===== src/rtl/kpg_prefix_seq_if.sv =====
// Start/result valid-ready bundle for the iterative KPG prefix adder.
// The adder itself is the slave; whoever issues operations is the master.
interface kpg_prefix_seq_if #(
  parameter int WIDTH = 16
);
  logic             start_valid;
  logic             start_ready;
  logic [WIDTH-1:0] a;
  logic [WIDTH-1:0] b;
  logic             cin;
  logic             res_valid;
  logic             res_ready;
  logic [WIDTH-1:0] sum;
  logic             cout;
  logic             busy;

  modport master (
    output start_valid, a, b, cin, res_ready,
    input  start_ready, res_valid, sum, cout, busy
  );

  modport slave (
    input  start_valid, a, b, cin, res_ready,
    output start_ready, res_valid, sum, cout, busy
  );
endinterface


===== src/rtl/kpg_prefix_seq.sv =====
// Iterative Kogge-Stone KPG prefix adder: one row of combine cells reused
// over log2(WIDTH) cycles, with a start/result valid-ready handshake.
module kpg_prefix_seq #(
  parameter int WIDTH = 16
) (
  input logic             clk,
  input logic             rst,
  kpg_prefix_seq_if.slave bus
);
  localparam int LEVELS = $clog2(WIDTH);
  localparam int LVL_W  = (LEVELS > 1) ? $clog2(LEVELS) : 1;

  localparam logic [1:0] KPG_K = 2'b00;
  localparam logic [1:0] KPG_P = 2'b10;
  localparam logic [1:0] KPG_G = 2'b11;

  typedef enum logic [1:0] {IDLE, PREFIX, DONE} state_t;

  state_t                            state_q;
  logic [LVL_W-1:0]                  level_q;
  logic [WIDTH-1:0][1:0]             vec_q;
  logic [WIDTH-1:0][1:0]             vec_d;
  logic [WIDTH-1:0][1:0]             vec_load;
  logic [LEVELS-1:0][WIDTH-1:0][1:0] stage;
  logic [WIDTH-1:0]                  a_q;
  logic [WIDTH-1:0]                  b_q;
  logic [WIDTH-1:0]                  sum_q;
  logic [WIDTH-1:0]                  sum_d;
  logic [WIDTH-1:0]                  carry_d;
  logic                              cin_q;
  logic                              cout_q;
  logic                              res_valid_q;
  logic                              start_ready_q;
  logic                              busy_q;

  // Generate-or-propagate encoding collapses to {a|b, a&b}, so 2'b01 cannot arise.
  function automatic logic [1:0] kpg(input logic ai, input logic bi);
    return {ai | bi, ai & bi};
  endfunction

  function automatic logic [1:0] combine(input logic [1:0] cur, input logic [1:0] prev);
    return (cur == KPG_P) ? prev : cur;
  endfunction

  // Carry-in is folded into bit 0 so the prefix network alone resolves every carry.
  always_comb begin
    vec_load = '0;
    for (int i = 0; i < WIDTH; i++) begin
      vec_load[i] = kpg(bus.a[i], bus.b[i]);
    end
    vec_load[0] = combine(kpg(bus.a[0], bus.b[0]), bus.cin ? KPG_G : KPG_K);
  end

  for (genvar k = 0; k < LEVELS; k++) begin : g_lvl
    for (genvar i = 0; i < WIDTH; i++) begin : g_bit
      if (i >= (1 << k)) begin : g_cmb
        assign stage[k][i] = combine(vec_q[i], vec_q[i - (1 << k)]);
      end else begin : g_pass
        assign stage[k][i] = vec_q[i];
      end
    end
  end

  // After the last level every entry is K or G; its low bit is the carry out of that bit.
  always_comb begin
    vec_d      = stage[level_q];
    carry_d    = '0;
    carry_d[0] = cin_q;
    for (int i = 1; i < WIDTH; i++) begin
      carry_d[i] = vec_d[i-1][0];
    end
    sum_d = a_q ^ b_q ^ carry_d;
  end

  always_ff @(posedge clk) begin
    if (rst) begin
      state_q       <= IDLE;
      level_q       <= '0;
      vec_q         <= '0;
      a_q           <= '0;
      b_q           <= '0;
      cin_q         <= 1'b0;
      sum_q         <= '0;
      cout_q        <= 1'b0;
      res_valid_q   <= 1'b0;
      start_ready_q <= 1'b1;
      busy_q        <= 1'b0;
    end else begin
      case (state_q)
        IDLE: begin
          if (bus.start_valid && start_ready_q) begin
            a_q           <= bus.a;
            b_q           <= bus.b;
            cin_q         <= bus.cin;
            vec_q         <= vec_load;
            level_q       <= '0;
            state_q       <= PREFIX;
            start_ready_q <= 1'b0;
            busy_q        <= 1'b1;
          end
        end
        PREFIX: begin
          vec_q <= vec_d;
          if (level_q == LVL_W'(LEVELS - 1)) begin
            sum_q       <= sum_d;
            cout_q      <= vec_d[WIDTH-1][0];
            res_valid_q <= 1'b1;
            state_q     <= DONE;
          end else begin
            level_q <= level_q + 1'b1;
          end
        end
        DONE: begin
          if (bus.res_ready) begin
            res_valid_q   <= 1'b0;
            start_ready_q <= 1'b1;
            busy_q        <= 1'b0;
            state_q       <= IDLE;
          end
        end
        default: begin
          state_q       <= IDLE;
          res_valid_q   <= 1'b0;
          start_ready_q <= 1'b1;
          busy_q        <= 1'b0;
        end
      endcase
    end
  end

  assign bus.start_ready = start_ready_q;
  assign bus.res_valid   = res_valid_q;
  assign bus.sum         = sum_q;
  assign bus.cout        = cout_q;
  assign bus.busy        = busy_q;
endmodule


===== src/flat_wrapper.sv =====
// flat-port wrapper written by rule: the top's interface ports become plain ports
module kpg_prefix_seq_flat 
#(
  parameter int WIDTH = 16
)
  (clk, rst, bus_start_valid, bus_a, bus_b, bus_cin, bus_res_ready, bus_start_ready, bus_res_valid, bus_sum, bus_cout, bus_busy);
  kpg_prefix_seq_if #(.WIDTH(WIDTH)) bus_i ();
  input logic clk;
  input logic rst;
  input wire logic [$bits(bus_i.start_valid)-1:0] bus_start_valid;
  input wire logic [$bits(bus_i.a)-1:0] bus_a;
  input wire logic [$bits(bus_i.b)-1:0] bus_b;
  input wire logic [$bits(bus_i.cin)-1:0] bus_cin;
  input wire logic [$bits(bus_i.res_ready)-1:0] bus_res_ready;
  output wire logic [$bits(bus_i.start_ready)-1:0] bus_start_ready;
  output wire logic [$bits(bus_i.res_valid)-1:0] bus_res_valid;
  output wire logic [$bits(bus_i.sum)-1:0] bus_sum;
  output wire logic [$bits(bus_i.cout)-1:0] bus_cout;
  output wire logic [$bits(bus_i.busy)-1:0] bus_busy;
  assign bus_i.start_valid = bus_start_valid;
  assign bus_i.a = bus_a;
  assign bus_i.b = bus_b;
  assign bus_i.cin = bus_cin;
  assign bus_i.res_ready = bus_res_ready;
  assign bus_start_ready = bus_i.start_ready;
  assign bus_res_valid = bus_i.res_valid;
  assign bus_sum = bus_i.sum;
  assign bus_cout = bus_i.cout;
  assign bus_busy = bus_i.busy;
  kpg_prefix_seq #(.WIDTH(WIDTH)) u_core (.clk(clk), .rst(rst), .bus(bus_i));
endmodule

===== config.mk =====
export PLATFORM = sky130hd
export DESIGN_NAME = kpg_prefix_seq_flat
export DESIGN_NICKNAME = d
export VERILOG_FILES = /design/src/rtl/kpg_prefix_seq_if.sv /design/src/rtl/kpg_prefix_seq.sv /design/src/flat_wrapper.sv
export SDC_FILE = /design/constraint.sdc
export NUM_CORES = 1
export LEC_CHECK = 0
export ABC_AREA = 0
export CORE_MARGIN = 8
export CORE_UTILIZATION = 60
export CTS_CLUSTER_DIAMETER = 80
export CTS_CLUSTER_SIZE = 24
export DETAILED_ROUTE_END_ITERATION = 12
export HOLD_SLACK_MARGIN = 0.08
export PLACE_DENSITY_LB_ADDON = 0.1
export SLEW_MARGIN = 15
export SYNTH_ARGS = -nofsm -noshare
export SYNTH_HDL_FRONTEND = slang
export SYNTH_SLANG_ARGS = --single-unit

===== constraint.sdc =====
create_clock -name clk -period 2.67 [get_ports clk]
set_input_delay 0.534 -clock clk [delete_from_list [all_inputs] [get_ports clk]]
set_output_delay 0.534 -clock clk [all_outputs]
set_load 0.02 [all_outputs]

==> results.json <==
{
  "row_count": 31,
  "io_buffers": 56,
  "p_per_area_nw_per_um2": 574,
  "clk_pin_slew_ps": 80,
  "cts-hold-fix-buffers": 0,
  "grt_pass1_vias": 4054,
  "startpoint": "bus_start_valid",
  "drv_slew": 0,
  "syn2layout_area_growth_pct": 19.2,
  "dp_hpwl_um": 7960,
  "wl_per_cell_um": 16.8,
  "crit_path_top_delay_cell": "and4bb_2",
  "grt-ovfl-total": 0,
  "antenna_found_initial": 0,
  "h-tree-depth": 3,
  "path_max_fanout": 24,
  "hp-start": "u_core.bus.sum[0]$_SDFFE_PP0P_",
  "fin_worst_skew_ps": 5.49,
  "max_stage_delay_ps": 640,
  "first_iter_violations": 294,
  "cap_violations": 0,
  "cts_buffers": 9,
  "vias_per_cell": 6.10,
  "layout_commonest_cell": "nand2_1",
  "dp.cells": 663,
  "fin_crit_sh_pct": 74.3,
  "place_congestion": 0.899,
  "crit_required_ps": 2940,
  "fp.dieH_um": 103,
  "finalSetupViolCount": 0,
  "yosys_warnings": 0,
  "startpoint_type": "primary input",
  "fillers": 566,
  "clockBufferDepth": 2,
  "cts-root-buf": "clkbuf_8",
  "cts_sinks": 89,
  "antennaDiodeCount": 0,
  "worstSetupPathType": "in -> reg",
  "cts_resized": 0,
  "status": "finished, final reports clean",
  "yosysUniqueCellTypes": 48,
  "wl_um": 11400,
  "drive_above_1_share_pct": 10.2,
  "coreArea_sq_um": 7290,
  "synthCells": 533,
  "synth-seq-cells": 89,
  "initial_utilization_pct": 62.4,
  "path_common_cell": "a211oi_1",
  "fmax_mhz": 504,
  "dieArea_sq_um": 10600,
  "r2r-start": "u_core.level_q[0]$_SDFFE_PP0P_",
  "syn_avg_cell_area_sq_um": 8.53,
  "endpoint_kind": "flop",
  "remaining_drc_errors": 0,
  "synth.net_count": 573,
  "final_nets": 615,
  "grt_pass1_wl_um": 19000,
  "fin_cells": 678,
  "fin_setup_tns_ps": 0,
  "ys_seq_area_share_pct": 39.2,
  "crit_arrival_ps": 2250,
  "hold_path.class": "reg -> reg",
  "finalCriticalPeriod_ps": 1980,
  "netlist_area_sq_um": 4550,
  "num_vias": 4134,
  "relSlewSlack_pct": 56.8,
  "layout_common_cells": "nand2_1 (92), dfxtp_1 (89), a21oi_1 (57), clkdlybuf4s50_1 (55), nor2_1 (47)",
  "grt_max_degree": 41,
  "cts_setup_buffers": 0,
  "chipWidth_um": 103,
  "cts_tree": "built",
  "drt_pass1_iterations": 4,
  "grt_usage_pct": 22.6,
  "finalHoldViolCount": 0,
  "io_pins": 57,
  "ant_nets": 0,
  "clkLatencyLatePin_ps": 360,
  "crit_chain": "clkdlybuf4s50_1 > and4bb_2 > and3_1 > a211oi_1 > a211oi_1",
  "ir_worst_vdd_mv": 0.375,
  "grt_setup_unrepaired": "false",
  "worst_pin_slew_ps": 648,
  "p_leak_nw": 1.82
}
==> final timing paths <==
check,to,slack [ps],depth (start not counted)
max,u_core.stage[34]$_SDFFE_PP0P_,690,5
min,u_core.bus.sum[0]$_SDFFE_PP0P_,450,2
max reg2reg,u_core.bus.sum[9]$_SDFFE_PP0P_,830,5
min reg2reg,u_core.bus.sum[0]$_SDFFE_PP0P_,450,2
==> layout make-up <==
cell class	instances	area [sq um]	share of cell area [%]
multi-input cells	399	2570	47.4
flip-flops and latches	89	1780	32.9
repair buffers	71	718	13.2
clock buffers	12	145	2.68
well taps	99	124	2.28
clock inverters	3	65.1	1.20
inverters	5	18.8	0.346
==> registers in the layout, indices dropped and copies added (netlist names) <==
register                cells
u_core.bus.res_valid        1
u_core.state_q              2
u_core.b_q                 16
u_core.bus.cout             1
u_core.vec_q               16
u_core.bus.start_ready      1
u_core.stage               16
u_core.bus.busy             1
u_core.cin_q                1
u_core.level_q              2
u_core.bus.sum             16
u_core.a_q                 16
==> layer usage <==
metal | up-vias | share of wire [%] | global-route usage [%] | wire length (um)
li1 | 1986 | - | - | -
met3 | 28 | 7.0 | 5.00 | 793
met2 | 169 | 50 | 39.0 | 5700
met4 | 0 | 2.4 | 9.12 | 271
met1 | 1951 | 41 | 26.4 | 4650
met5 | - | 0 | 0 | 0
==> kinds of logic (layout without fill, tap and decap cells) <==
kind of cell             count (synthesis)  after routing  share of synthesized area (%)
AO/OA/AOI/OAI                          125            125                           17.2
adder cells (fa/ha/maj)                  3              3                          0.825
multiplexers                            26             26                           10.8
XOR/XNOR                                32             32                           6.16
AND/OR/NAND/NOR                        213            213                           21.4
buffers and inverters                   45             91                           4.43
flip-flops                              89             89                           39.2
==> critical path: cells and delay by family <==
family	cells	cell delay (ps)
AOI/OAI and AO/OA	2	290
buffers and inverters	1	530
and+or+nand+nor	2	880
==> cells in the mapped netlist (all sizes together) <==
master | number | area (sq um)
clkinv | 1 | 3.75
mux4 | 16 | 383
dfxtp | 89 | 1780
buf | 14 | 85.1
o21ai | 11 | 55.1
nor3b | 2 | 15.0
nand2 | 92 | 345
nor3 | 18 | 90.1
nand4 | 1 | 6.26
o21bai | 1 | 7.51
and4b | 4 | 40.0
o21ba | 3 | 30.0
xnor2 | 32 | 280
mux2 | 6 | 67.6
and2 | 1 | 6.26
and4bb | 1 | 12.5
or3 | 1 | 6.26
or3b | 1 | 8.76
o31ai | 4 | 30.0
a31oi | 14 | 87.6
a211oi | 24 | 195
nor2b | 5 | 31.3
nor2 | 47 | 176
a21oi | 61 | 320
nand3 | 20 | 100
mux2i | 4 | 40.0
a22oi | 1 | 7.51
and3 | 1 | 6.26
a311oi | 3 | 26.3
o21a | 1 | 7.51
ha | 3 | 37.5
nor4 | 10 | 62.6
nand2b | 2 | 12.5
nand4bb | 1 | 11.3
or2 | 1 | 6.26
clkbuf | 26 | 97.6
o211ai | 1 | 7.51
nand3b | 5 | 37.5
a21o | 1 | 7.51
inv | 4 | 15.0
==> power breakdown <==
group,internal [W],switching [W],total [W],leakage [nW]
Sequential,0.00141,0.000106,0.00151,0.727
Clock,0.000547,0.000458,0.00101,0.106
Combinational,0.000289,0.000304,0.000593,0.987
Total,0.00224,0.000868,0.00311,1.82
==> through the flow <==
stage,hold slack (ps),setup WS (ps),util [%],instance area (sq um),power (W)
CTS,459,690,74.4,5420,0.00312
global route,483,559,74.4,5420,0.00325
finish,454,686,74.4,5420,0.00311
detailed placement,447,326,71.5,5210,0.00213
floorplan,449,1070,-,4550,0.00192
global placement,438,410,71.5,5210,0.00210
No activity file was read; power rests on OpenSTA's default activity.
